$ cat config.mk
export PLATFORM = sky130hd
export DESIGN_NAME = serial_parity_tx
export DESIGN_NICKNAME = d
export VERILOG_FILES = /design/src/rtl/serial_parity_tx_pkg.sv /design/src/rtl/xor_gate.sv /design/src/rtl/serial_parity_tx.sv
export SDC_FILE = /design/constraint.sdc
export NUM_CORES = 1
export LEC_CHECK = 0
export ABC_AREA = 1
export BUFFER_PORTS_ARGS = -buffer_cell sky130_fd_sc_hd__buf_2
export CORE_AREA = 2 2 56 64
export CTS_CLUSTER_SIZE = 28
export DETAILED_ROUTE_END_ITERATION = 12
export DIE_AREA = 0 0 58 66
export GPL_TIMING_DRIVEN = 0
export MAX_ROUTING_LAYER = met4
export PLACE_DENSITY_LB_ADDON = 0.15
export SLEW_MARGIN = 20
export SYNTH_ARGS = -nofsm -noshare
export SYNTH_HDL_FRONTEND = slang
export SYNTH_SLANG_ARGS = --single-unit
$ cat constraint.sdc
create_clock -name clk -period 1.65 [get_ports clk]
set_input_delay 0.33 -clock clk [delete_from_list [all_inputs] [get_ports clk]]
set_output_delay 0.33 -clock clk [all_outputs]
set_load 0.02 [all_outputs]
$ cat src/rtl/serial_parity_tx_pkg.sv
// Shared types and constants for the serial parity transmitter.
package serial_parity_tx_pkg;

    localparam int unsigned DEFAULT_DATA_WIDTH = 8;

    typedef enum logic [1:0] {
        IDLE   = 2'd0,
        DATA   = 2'd1,
        PARITY = 2'd2
    } state_e;

    // Width of a counter able to index every data bit of a word.
    function automatic int unsigned bit_cnt_width(input int unsigned data_width);
        return (data_width > 1) ? $clog2(data_width) : 1;
    endfunction

endpackage

$ cat src/rtl/xor_gate.sv
// Two-input XOR primitive.
module xor_gate (
    input  logic a,
    input  logic b,
    output logic y
);

    assign y = a ^ b;

endmodule

$ cat src/rtl/serial_parity_tx.sv
// Parallel-to-serial transmitter: LSB-first data beats followed by one parity beat.
module serial_parity_tx
    import serial_parity_tx_pkg::*;
#(
    parameter int unsigned DATA_WIDTH = DEFAULT_DATA_WIDTH,
    parameter bit          ODD_PARITY = 1'b0,
    parameter int unsigned CNT_WIDTH  = 16
) (
    input  logic                  clk,
    input  logic                  rst,
    input  logic [DATA_WIDTH-1:0] in_data,
    input  logic                  in_valid,
    output logic                  in_ready,
    output logic                  ser_out,
    output logic                  ser_valid,
    input  logic                  ser_ready,
    output logic                  frame_last,
    output logic                  busy,
    output logic [CNT_WIDTH-1:0]  frames_sent
);

    localparam int unsigned BIT_CNT_W = bit_cnt_width(DATA_WIDTH);
    localparam logic [BIT_CNT_W-1:0] LAST_BIT = BIT_CNT_W'(DATA_WIDTH - 1);

    state_e                 state_q, state_d;
    logic [DATA_WIDTH-1:0]  shift_q, shift_d;
    logic [BIT_CNT_W-1:0]   bit_cnt_q, bit_cnt_d;
    logic                   parity_q, parity_d;
    logic [CNT_WIDTH-1:0]   frames_q, frames_d;
    logic                   in_ready_q, in_ready_d;
    logic                   ser_out_q, ser_out_d;
    logic                   ser_valid_q, ser_valid_d;
    logic                   frame_last_q, frame_last_d;
    logic                   busy_q, busy_d;
    logic                   parity_next_c;

    // Running parity term: accumulator folded with the bit leaving this beat.
    xor_gate u_parity_xor (
        .a (parity_q),
        .b (shift_q[0]),
        .y (parity_next_c)
    );

    // Next-state datapath and output decode from the upcoming state.
    always_comb begin
        state_d      = state_q;
        shift_d      = shift_q;
        bit_cnt_d    = bit_cnt_q;
        parity_d     = parity_q;
        frames_d     = frames_q;
        in_ready_d   = 1'b0;
        ser_out_d    = 1'b0;
        ser_valid_d  = 1'b0;
        frame_last_d = 1'b0;
        busy_d       = 1'b0;

        case (state_q)
            IDLE: begin
                if (in_valid && in_ready_q) begin
                    shift_d   = in_data;
                    bit_cnt_d = '0;
                    parity_d  = 1'b0;
                    state_d   = DATA;
                end
            end
            DATA: begin
                if (ser_ready) begin
                    parity_d  = parity_next_c;
                    shift_d   = shift_q >> 1;
                    bit_cnt_d = bit_cnt_q + 1'b1;
                    if (bit_cnt_q == LAST_BIT) begin
                        state_d = PARITY;
                    end
                end
            end
            PARITY: begin
                if (ser_ready) begin
                    frames_d = frames_q + 1'b1;
                    state_d  = IDLE;
                end
            end
            default: begin
                state_d = IDLE;
            end
        endcase

        case (state_d)
            IDLE: begin
                in_ready_d = 1'b1;
            end
            DATA: begin
                ser_valid_d = 1'b1;
                busy_d      = 1'b1;
                ser_out_d   = shift_d[0];
            end
            PARITY: begin
                ser_valid_d  = 1'b1;
                busy_d       = 1'b1;
                frame_last_d = 1'b1;
                ser_out_d    = parity_d ^ ODD_PARITY;
            end
            default: begin
                in_ready_d = 1'b0;
            end
        endcase
    end

    // State and registered outputs, synchronous active-high reset.
    always_ff @(posedge clk) begin
        if (rst) begin
            state_q      <= IDLE;
            shift_q      <= '0;
            bit_cnt_q    <= '0;
            parity_q     <= 1'b0;
            frames_q     <= '0;
            in_ready_q   <= 1'b0;
            ser_out_q    <= 1'b0;
            ser_valid_q  <= 1'b0;
            frame_last_q <= 1'b0;
            busy_q       <= 1'b0;
        end else begin
            state_q      <= state_d;
            shift_q      <= shift_d;
            bit_cnt_q    <= bit_cnt_d;
            parity_q     <= parity_d;
            frames_q     <= frames_d;
            in_ready_q   <= in_ready_d;
            ser_out_q    <= ser_out_d;
            ser_valid_q  <= ser_valid_d;
            frame_last_q <= frame_last_d;
            busy_q       <= busy_d;
        end
    end

    assign in_ready    = in_ready_q;
    assign ser_out     = ser_out_q;
    assign ser_valid   = ser_valid_q;
    assign frame_last  = frame_last_q;
    assign busy        = busy_q;
    assign frames_sent = frames_q;

endmodule

==> flow_summary.html, run 1 <==
<table>
<tr><th>Metric</th><th>Value</th></tr>
<tr><th colspan="2">Floorplan</th></tr>
<tr><td>Count of standard-cell rows</td><td>22</td></tr>
<tr><td>Core area</td><td>~3200 um^2</td></tr>
<tr><td>Count of boundary I/O pins</td><td>33</td></tr>
<tr><td>Height of the die</td><td>66 um</td></tr>
<tr><td>Chip width</td><td>58 um</td></tr>
<tr><td>Initial core utilization</td><td>0.510</td></tr>
<tr><td>Die outline area</td><td>3830 um^2</td></tr>
<tr><th colspan="2">Critical path</th></tr>
<tr><td>Kind of critical path</td><td>reg2reg</td></tr>
<tr><td>Master of the slowest instance on the critical path</td><td>dfxtp_1</td></tr>
<tr><td>Top delay family on crit path</td><td>adder cells</td></tr>
<tr><td>Stage delay of the slowest cell on the critical path</td><td>roughly 340 ps</td></tr>
<tr><td>Critical path buffer and inverter count</td><td>1</td></tr>
<tr><td>Kind of capture point of the worst setup path</td><td>flop</td></tr>
<tr><td>Data required, critical path</td><td>1880 ps</td></tr>
<tr><td>Internal reg-to-reg setup slack</td><td>~140 ps</td></tr>
<tr><td>CP most frequent cell</td><td>nand2_1</td></tr>
<tr><td>Cell Chain, Critical Path</td><td>ha_1 &gt; ha_1 &gt; nand2_1 &gt; nand2_1 &gt; nand2_1 &gt; inv_1 &gt; ha_1 &gt; nand2_1 &gt; a21oi_1</td></tr>
<tr><td>Arrival @ worst endpoint</td><td>1740 ps</td></tr>
<tr><td>Startpoint type of the worst setup path</td><td>flop</td></tr>
<tr><td>Startpoint of the worst setup timing path</td><td>bit_cnt_q[0]</td></tr>
<tr><td>Worst flop-to-flop path startpoint</td><td>bit_cnt_q[0]</td></tr>
<tr><td>Largest fanout of any net on the critical path</td><td>3</td></tr>
<tr><th colspan="2">Routing</th></tr>
<tr><td>Starting DRC count in detailed routing</td><td>81</td></tr>
<tr><td>Final wirelength</td><td>3190 um</td></tr>
<tr><td>Number of nets with antenna violations after routing</td><td>0</td></tr>
<tr><td>Drt drc</td><td>0</td></tr>
<tr><td>Total number of vias</td><td>1,526</td></tr>
<tr><td>Pre-antenna DRT Iters</td><td>4</td></tr>
<tr><td>WL/cell</td><td>10.4 um</td></tr>
<tr><td>Detailed-route vias per instance</td><td>4.95</td></tr>
<tr><th colspan="2">Global routing</th></tr>
<tr><td>Remaining global-route overflow</td><td>0</td></tr>
<tr><td>Pin count of the biggest net entering global routing</td><td>11</td></tr>
<tr><td>Wire length of the first global-routing pass</td><td>approximately 5500 um</td></tr>
<tr><td>Total track usage</td><td>0.191</td></tr>
<tr><td>Antenna violations before repair</td><td>0</td></tr>
<tr><td>Number of global-route vias before repair</td><td>1,321</td></tr>
<tr><th colspan="2">Clock network</th></tr>
<tr><td>Hold bufs inserted after CTS</td><td>0</td></tr>
<tr><td>TritonCTS clock tree</td><td>done</td></tr>
<tr><td>Number of buffers created by CTS</td><td>5</td></tr>
<tr><td># clock sinks</td><td>34</td></tr>
<tr><td>Library cell used as clock root buffer</td><td>clkbuf_4</td></tr>
<tr><td>Buffers from clock root to sink, at most</td><td>2</td></tr>
<tr><td>Insertion delay to the later sink of the worst-skew pair</td><td>approximately 330 ps</td></tr>
<tr><td>H-tree levels</td><td>2</td></tr>
<tr><td>Worst-path clk slew</td><td>roughly 100 ps</td></tr>
<tr><th colspan="2">Placement</th></tr>
<tr><td>DP Wirelength</td><td>2370 um</td></tr>
<tr><td>Port Buf Inserts</td><td>31</td></tr>
<tr><td>Instance area after placement</td><td>between 1500 and 2000 um^2</td></tr>
<tr><td>Routability congestion estimate</td><td>0.833</td></tr>
<tr><th colspan="2">Run status</th></tr>
<tr><td>Status</td><td>finished clean</td></tr>
<tr><th colspan="2">Cells and area</th></tr>
<tr><td>Final antenna diode count</td><td>0</td></tr>
<tr><td>Filler cell count in the final layout</td><td>336</td></tr>
<tr><td>Top library cells by usage in the layout, fill and taps aside</td><td>nand2_1, nor2_1, dfxtp_1</td></tr>
<tr><td>Leading cell type in the layout, fill and taps excluded</td><td>nand2_1</td></tr>
<tr><td>Layout overhead on the synthesized area</td><td>17.0%</td></tr>
<tr><td>Share of final-layout standard cells stronger than drive strength 1</td><td>0.176</td></tr>
<tr><td>Post-layout net count</td><td>289</td></tr>
<tr><td>Final std cell area, no fill</td><td>between 1500 and 2000 um^2</td></tr>
<tr><th colspan="2">STA</th></tr>
<tr><td>Final Slew Violations</td><td>0</td></tr>
<tr><td>Count of endpoints failing setup in the final report</td><td>0</td></tr>
<tr><td>Number of hold violations in the final report</td><td>0</td></tr>
<tr><td>Hold WS</td><td>between 200 and 250 ps</td></tr>
<tr><td>Worst Tran Pin Value</td><td>520 ps</td></tr>
<tr><td>Crit share post-route</td><td>0.914</td></tr>
<tr><td>Relative slew slack</td><td>0.654</td></tr>
<tr><td>Minimum clock period after layout</td><td>around 1500 ps</td></tr>
<tr><td>Clock Skew</td><td>between 7 and 8 ps</td></tr>
<tr><td>Unrepaired setup endpoints after global routing</td><td>no</td></tr>
<tr><td>Sum Neg Setup Slack</td><td>0 ps</td></tr>
<tr><td>Achievable clock frequency</td><td>663 MHz</td></tr>
<tr><th colspan="2">Synth</th></tr>
<tr><td>Post-Syn Nets</td><td>251</td></tr>
<tr><td>Number of library cell types mapped by synthesis</td><td>26</td></tr>
<tr><td>Count of synthesis-stage warnings from yosys</td><td>0</td></tr>
<tr><td>Area of the mapped netlist</td><td>1630 um^2</td></tr>
<tr><td>Post-synthesis instance total</td><td>233</td></tr>
<tr><td>Flip-flop and latch count after synthesis</td><td>34</td></tr>
<tr><td>Post-Synthesis Mean Instance Area</td><td>6.99 um^2</td></tr>
<tr><td>Part of the Yosys area used for sequential elements</td><td>0.418</td></tr>
<tr><th colspan="2">Power</th></tr>
<tr><td>Maximum vdd drop</td><td>0.695 mV</td></tr>
<tr><td>Static leakage</td><td>0.900 nW</td></tr>
<tr><td>Post-route total power</td><td>around 1.6 mW</td></tr>
<tr><td>Power per unit of standard cell area</td><td>840 nW/um^2</td></tr>
<tr><th colspan="2">Min path</th></tr>
<tr><td>Worst hold path type</td><td>in2reg</td></tr>
<tr><td>Hold wc startpoint</td><td>in_data[7]</td></tr>
<tr><th colspan="2">Run</th></tr>
<tr><td>Max Cap Violations</td><td>0</td></tr>
</table>
==> power breakdown <==
part / internal (mW) / switching (mW)
registers: 0.847 / 0.0158
clock network: 0.321 / 0.267
logic: 0.0532 / 0.0957
==> path summary, 6_finish.rpt <==
check | end | cells after the start
setup / recovery | ser_out | 9
setup reg to reg | ser_out | 9
hold reg to reg | shift_q[2] | 2
hold / removal | shift_q[7] | 3
==> synthesized netlist by cell type, drive strengths merged <==
master / number / area share
nand4: 4 / 0.015
a21oi: 15 / 0.046
ha: 6 / 0.046
o21a: 1 / 0.0046
clkbuf: 3 / 0.0069
nand3: 14 / 0.051
a22oi: 4 / 0.018
nand2: 62 / 0.15
nor3: 3 / 0.0092
o21bai: 1 / 0.0046
o21ai: 8 / 0.025
buf: 2 / 0.0077
dfxtp: 34 / 0.42
clkinv: 1 / 0.0031
nand3b: 1 / 0.0046
xor2: 2 / 0.011
nor2: 35 / 0.090
and2: 1 / 0.0054
a31oi: 2 / 0.0077
and3: 1 / 0.0038
inv: 33 / 0.076
==> what timing repair did <==
item                                    in CTS  in global routing
buffers inserted                             0                  0
endpoints found under the setup margin       0                  1
gates resized for setup                      0                  1
==> flip-flops by register name, indices dropped and copies added, names as in the netlist <==
name and count:
busy 1, frames_sent 16, bit_cnt_q 3, frame_last 1
shift_q 8, state_q 2, in_ready 1, ser_out 1
parity_q 1
==> metal layers <==
metal / wire length [um] / global-route usage
met5: 0 / -
met2: 1510 / 0.317
met3: 117 / 0.0528
met4: 54 / 0.0698
met1: 1510 / 0.219
==> worst register-to-register path: cells and delay by family (launching register included) <==
kind / cells / cell delay [ps]
flip-flops: 1 / 340
AND/OR/NAND/NOR: 4 / 280
buffers and inverters: 1 / 80
adder cells (fa/ha/maj): 3 / 680
AO/OA/AOI/OAI: 1 / 40
==> final cells by class <==
class                   instances  area (um^2)  share of cell area
plain buffers                   5         23.8              0.0125
clock buffers                   7         45.0              0.0237
clock inverters                 1         30.0              0.0158
inverters                      34          129              0.0677
multi-input cells             160          795               0.417
flip-flops and latches         34          682               0.358
well taps                      36         45.0              0.0237
repair buffers                 31          155              0.0815
==> logic make-up (layout without fill, tap and decap cells) <==
| logic type | after synthesis | after routing | synth area share |
|---|---|---|---|
| and+or+nand+nor | 121 | 121 | 0.325 |
| buffers and inverters | 39 | 78 | 0.0938 |
| DFF | 34 | 34 | 0.418 |
| AOI/OAI and AO/OA | 31 | 31 | 0.106 |
| adders and majority gates | 6 | 6 | 0.0461 |
| xor gates and xnor gates | 2 | 2 | 0.0108 |
==> through the flow <==
step | utilization | instances | setup WS [ps]
5_1_grt | 0.596 | 308 | 17.1
3_3_place_gp | 0.572 | 300 | 156
3_5_place_dp | 0.572 | 300 | 147
2_1_floorplan | - | 233 | 199
4_1_cts | 0.596 | 308 | 122
6_report | 0.596 | 308 | 142
(Power assumes the default switching activity.)
==> run 2: changes to the inputs <==
--- a/config.mk
+++ b/config.mk
@@ -17,4 +17,5 @@
 export SLEW_MARGIN = 20
 export SYNTH_ARGS = -nofsm -noshare
 export SYNTH_HDL_FRONTEND = slang
+export SYNTH_HIERARCHICAL = 1
 export SYNTH_SLANG_ARGS = --single-unit
==> run 2 against run 1 <==
Effect of this change:
- combinational power is essentially flat
- first-iteration DRC count shrank 33%
- register-to-register slack about the same
- utilization fell by 0.63 points
- fmax decreased by 0.80%
- area after synthesis about the same
- non-clock buffer count is the same
- clock power is 21% lower
- cell count fell by 2.9%
- sequential share of layout area grew 0.38 points
- sequential power hardly changed
- critical endpoint unchanged
- largest cell class unchanged
==> flow_summary.html, run 2 <==
<table>
<tr><th>Metric</th><th>Value</th></tr>
<tr><th colspan="2">Critical path</th></tr>
<tr><td>Worst flop-to-flop path startpoint</td><td>bit_cnt_q[0]</td></tr>
<tr><td>Kind of critical path</td><td>reg2reg</td></tr>
<tr><td>Data required, critical path</td><td>1930 ps (+50 ps)</td></tr>
<tr><td>Arrival @ worst endpoint</td><td>1800 ps (+60 ps)</td></tr>
<tr><td>Worst Reg-to-Reg Cells</td><td>9 (unchanged)</td></tr>
<tr><td>Internal reg-to-reg setup slack</td><td>130 ps (about the same)</td></tr>
<tr><td>Endpoint of the worst setup timing path</td><td>ser_out</td></tr>
<tr><td>Kind of capture point of the worst setup path</td><td>flop</td></tr>
<tr><td>Startpoint of the worst setup timing path</td><td>bit_cnt_q[0]</td></tr>
<tr><td>Capturing point of the worst reg2reg path</td><td>ser_out</td></tr>
<tr><td>Startpoint type of the worst setup path</td><td>flop</td></tr>
<tr><td>Largest fanout of any net on the critical path</td><td>3 (unchanged)</td></tr>
<tr><th colspan="2">Synth</th></tr>
<tr><td>Area leader, netlist</td><td>dfxtp_1</td></tr>
<tr><td>Part of the Yosys area used for sequential elements</td><td>0.418 (about the same)</td></tr>
<tr><td>Fraction of registers with async set or reset after synthesis</td><td>0 (unchanged)</td></tr>
<tr><td>Post-synthesis instance total</td><td>225 (-3.4%)</td></tr>
<tr><td>Number of library cell types mapped by synthesis</td><td>25 (-3.8%)</td></tr>
<tr><td>Post-Synthesis Mean Instance Area</td><td>7.23 um^2 (+3.5%)</td></tr>
<tr><td>Leading cell type by number of instances after synthesis</td><td>nand2_1</td></tr>
<tr><td>Area of the mapped netlist</td><td>1630 um^2 (about the same)</td></tr>
<tr><td>Flip-flop and latch count after synthesis</td><td>34 (unchanged)</td></tr>
<tr><td>Post-Syn Nets</td><td>243 (-3.2%)</td></tr>
<tr><td>Leading register cell type out of synthesis</td><td>dfxtp_1</td></tr>
<tr><td>Most instantiated cells after synthesis</td><td>nand2_1, dfxtp_1, inv_1, nor2_1, a21oi_1</td></tr>
<tr><td>Count of synthesis-stage warnings from yosys</td><td>6 (+6)</td></tr>
<tr><td>Post-synth EDFFs</td><td>0 (unchanged)</td></tr>
<tr><td>Fraction of synthesized cell area taken by the top area cell type</td><td>0.418 (about the same)</td></tr>
<tr><td>Ranking of synthesized cells by area</td><td>dfxtp_1, nand2_1, inv_1</td></tr>
<tr><th colspan="2">Routing</th></tr>
<tr><td>Final wirelength</td><td>3180 um (-0.47%)</td></tr>
<tr><td>Total number of vias</td><td>1,477 (-3.2%)</td></tr>
<tr><td>Number of nets with antenna violations after routing</td><td>0 (unchanged)</td></tr>
<tr><td>WL/cell</td><td>10.6 um (+2.5%)</td></tr>
<tr><td>Drt drc</td><td>0 (unchanged)</td></tr>
<tr><td>Starting DRC count in detailed routing</td><td>54 (-33%)</td></tr>
<tr><td>Pre-antenna DRT Iters</td><td>4 (unchanged)</td></tr>
<tr><td>Detailed-route vias per instance</td><td>4.94 (-0.30%)</td></tr>
<tr><th colspan="2">Cells and area</th></tr>
<tr><td>Top library cells by usage in the layout, fill and taps aside</td><td>nand2_1, dfxtp_1, buf_2</td></tr>
<tr><td>Filler cell count in the final layout</td><td>327 (-2.7%)</td></tr>
<tr><td>Layout overhead on the synthesized area</td><td>15.8%</td></tr>
<tr><td>Final std cell area, no fill</td><td>1880 um^2 (-1.1%)</td></tr>
<tr><td>Number of flip-flops under the largest register name</td><td>16 (unchanged)</td></tr>
<tr><td>Post-layout net count</td><td>282 (-2.4%)</td></tr>
<tr><td>Final non-filler cell total</td><td>299 (-2.9%)</td></tr>
<tr><td>Final antenna diode count</td><td>0 (unchanged)</td></tr>
<tr><td>Leading cell type in the layout, fill and taps excluded</td><td>nand2_1</td></tr>
<tr><td>FF/Latch Area</td><td>682 um^2 (unchanged)</td></tr>
<tr><td>Area of the multi-input gates</td><td>795 um^2 (unchanged)</td></tr>
<tr><td>Share of final-layout standard cells stronger than drive strength 1</td><td>0.209 (+0.0327)</td></tr>
<tr><th colspan="2">STA</th></tr>
<tr><td>Sum Neg Setup Slack</td><td>0 ps (unchanged)</td></tr>
<tr><td>Unrepaired setup endpoints after global routing</td><td>no</td></tr>
<tr><td>Worst Tran Pin Value</td><td>537 ps (+17.7 ps)</td></tr>
<tr><td>Minimum clock period after layout</td><td>1520 ps (+12.2 ps)</td></tr>
<tr><td>Final setup margin</td><td>129 ps (-12.2 ps)</td></tr>
<tr><td>Final Slew Violations</td><td>0 (unchanged)</td></tr>
<tr><td>Number of hold violations in the final report</td><td>0 (unchanged)</td></tr>
<tr><td>Count of endpoints failing setup in the final report</td><td>0 (unchanged)</td></tr>
<tr><td>Crit share post-route</td><td>0.922 (+0.00742)</td></tr>
<tr><td>Clock Skew</td><td>4.47 ps (-3.00 ps)</td></tr>
<tr><td>Relative slew slack</td><td>0.642 (-0.0118)</td></tr>
<tr><td>Achievable clock frequency</td><td>658 MHz (-0.80%)</td></tr>
<tr><th colspan="2">Placement</th></tr>
<tr><td>Instance area after placement</td><td>1830 um^2 (+0.21%)</td></tr>
<tr><td>Pre-CTS setup slack</td><td>150 ps (+2.44 ps)</td></tr>
<tr><td>Routability congestion estimate</td><td>0.844 (+1.2%)</td></tr>
<tr><td>Port Buf Inserts</td><td>32 (+3.2%)</td></tr>
<tr><td>DP Wirelength</td><td>2350 um (-0.60%)</td></tr>
<tr><td>Cell count after placement</td><td>293 (-2.3%)</td></tr>
<tr><th colspan="2">Clock network</th></tr>
<tr><td># clock sinks</td><td>34 (unchanged)</td></tr>
<tr><td>Cts repair resizes</td><td>0 (unchanged)</td></tr>
<tr><td>TritonCTS clock tree</td><td>done</td></tr>
<tr><td>Worst-path clk slew</td><td>100 ps (about the same)</td></tr>
<tr><td>Insertion delay to the later sink of the worst-skew pair</td><td>340 ps (about the same)</td></tr>
<tr><td>Post-CTS repair timing setup buffer count</td><td>0 (unchanged)</td></tr>
<tr><td>Number of buffers created by CTS</td><td>5 (unchanged)</td></tr>
<tr><td>Hold bufs inserted after CTS</td><td>0 (unchanged)</td></tr>
<tr><td>H-tree levels</td><td>2 (unchanged)</td></tr>
<tr><td>Buffers from clock root to sink, at most</td><td>2 (unchanged)</td></tr>
<tr><td>Library cell used as clock root buffer</td><td>clkbuf_4</td></tr>
<tr><th colspan="2">Min path</th></tr>
<tr><td>Hold wc startpoint</td><td>in_data[7]</td></tr>
<tr><td>Worst hold path type</td><td>in2reg</td></tr>
<tr><th colspan="2">Global routing</th></tr>
<tr><td>Antenna violations before repair</td><td>0 (unchanged)</td></tr>
<tr><td>Pin count of the biggest net entering global routing</td><td>11 (unchanged)</td></tr>
<tr><td>Wire length of the first global-routing pass</td><td>5480 um (-0.38%)</td></tr>
<tr><td>Remaining global-route overflow</td><td>0 (unchanged)</td></tr>
<tr><td>Total track usage</td><td>0.194 (+0.00327)</td></tr>
<tr><td>Number of global-route vias before repair</td><td>1,284 (-2.8%)</td></tr>
<tr><th colspan="2">Floorplan</th></tr>
<tr><td>Count of boundary I/O pins</td><td>33 (unchanged)</td></tr>
<tr><td>Initial core utilization</td><td>0.509 (about the same)</td></tr>
<tr><td>Height of the die</td><td>66 um (unchanged)</td></tr>
<tr><td>Chip width</td><td>58 um (unchanged)</td></tr>
<tr><td>Count of standard-cell rows</td><td>22 (unchanged)</td></tr>
<tr><td>Core area</td><td>3190 um^2 (unchanged)</td></tr>
<tr><td>Die outline area</td><td>3830 um^2 (unchanged)</td></tr>
<tr><th colspan="2">Power</th></tr>
<tr><td>Power per unit of standard cell area</td><td>785 nW/um^2 (-6.6%)</td></tr>
<tr><td>Static leakage</td><td>0.911 nW (+1.2%)</td></tr>
<tr><td>Maximum vdd drop</td><td>0.519 mV (-25%)</td></tr>
<tr><td>Post-route total power</td><td>1.48 mW (-7.5%)</td></tr>
<tr><th colspan="2">Run status</th></tr>
<tr><td>Status</td><td>finished clean</td></tr>
<tr><th colspan="2">Run</th></tr>
<tr><td>Max Cap Violations</td><td>0 (unchanged)</td></tr>
</table>
run 2: cell types whose count changed in the layout (fill, tap and decap cells not counted), sizes merged, moves of 2 or more:
| cell | before | now |
|---|---|---|
| nand3 | 14 | 11 |
| o21ai | 8 | 11 |
| clkbuf | 10 | 8 |
| nor2 | 35 | 32 |
| nand4 | 4 | 7 |
| nand2 | 62 | 59 |
run 2: worst min-delay path by stage:
stage | end | cells after the start
3_5_place_dp | shift_q[6] | 2
2_1_floorplan | shift_q[7] | 2
6_report | shift_q[7] | 3
4_1_cts | shift_q[7] | 3
5_1_grt | shift_q[7] | 3
3_3_place_gp | shift_q[7] | 2
run 2: through the flow:
stage                     hold WS (ps)  utilization
after floorplan                    441            -
after global placement             451        0.574
after detailed placement           456        0.574
after CTS                          223        0.590
after global routing               239        0.590
final                              227        0.590
run 2: cell type report:
class	instances	share of cell area
buffer	4	0.0120
tap	36	0.0239
timing repair buffer	32	0.0850
sequential	34	0.362
clock buffer	6	0.0272
multi-input combinational	153	0.422
inverter	34	0.0684
run 2: kinds of logic after synthesis:
family,count (synthesis),synth area share
AOI/OAI and AO/OA,33,0.110
xor gates and xnor gates,2,0.0108
adders and majority gates,6,0.0462
buffers and inverters,38,0.0931
DFF,34,0.418
and+or+nand+nor,112,0.322
run 2: critical path, cell delays in order (launching register included):
cell and delay (ps):
dfxtp_2 340, ha_1 190, ha_1 190, nand2_1 70, nand2_1 50, nand2_1 80, inv_1 80, ha_1 280
nand2_1 60, a21oi_1 120
run 2: power breakdown:
part           leakage [nW]  switching (mW)  internal, mW
sequential            0.276          0.0141         0.847
combinational         0.604          0.0959        0.0545
clock                0.0302           0.275         0.192
total                 0.911           0.385          1.09
run 2: routing by layer:
layer	up-vias	GRT usage	share of wire	wire length, um
met1	647	0.225	0.46	1460
met2	30	0.300	0.47	1490
met5	-	-	0	0
met4	0	0.105	0.024	76
met3	8	0.0587	0.048	151
li1	792	-	-	-
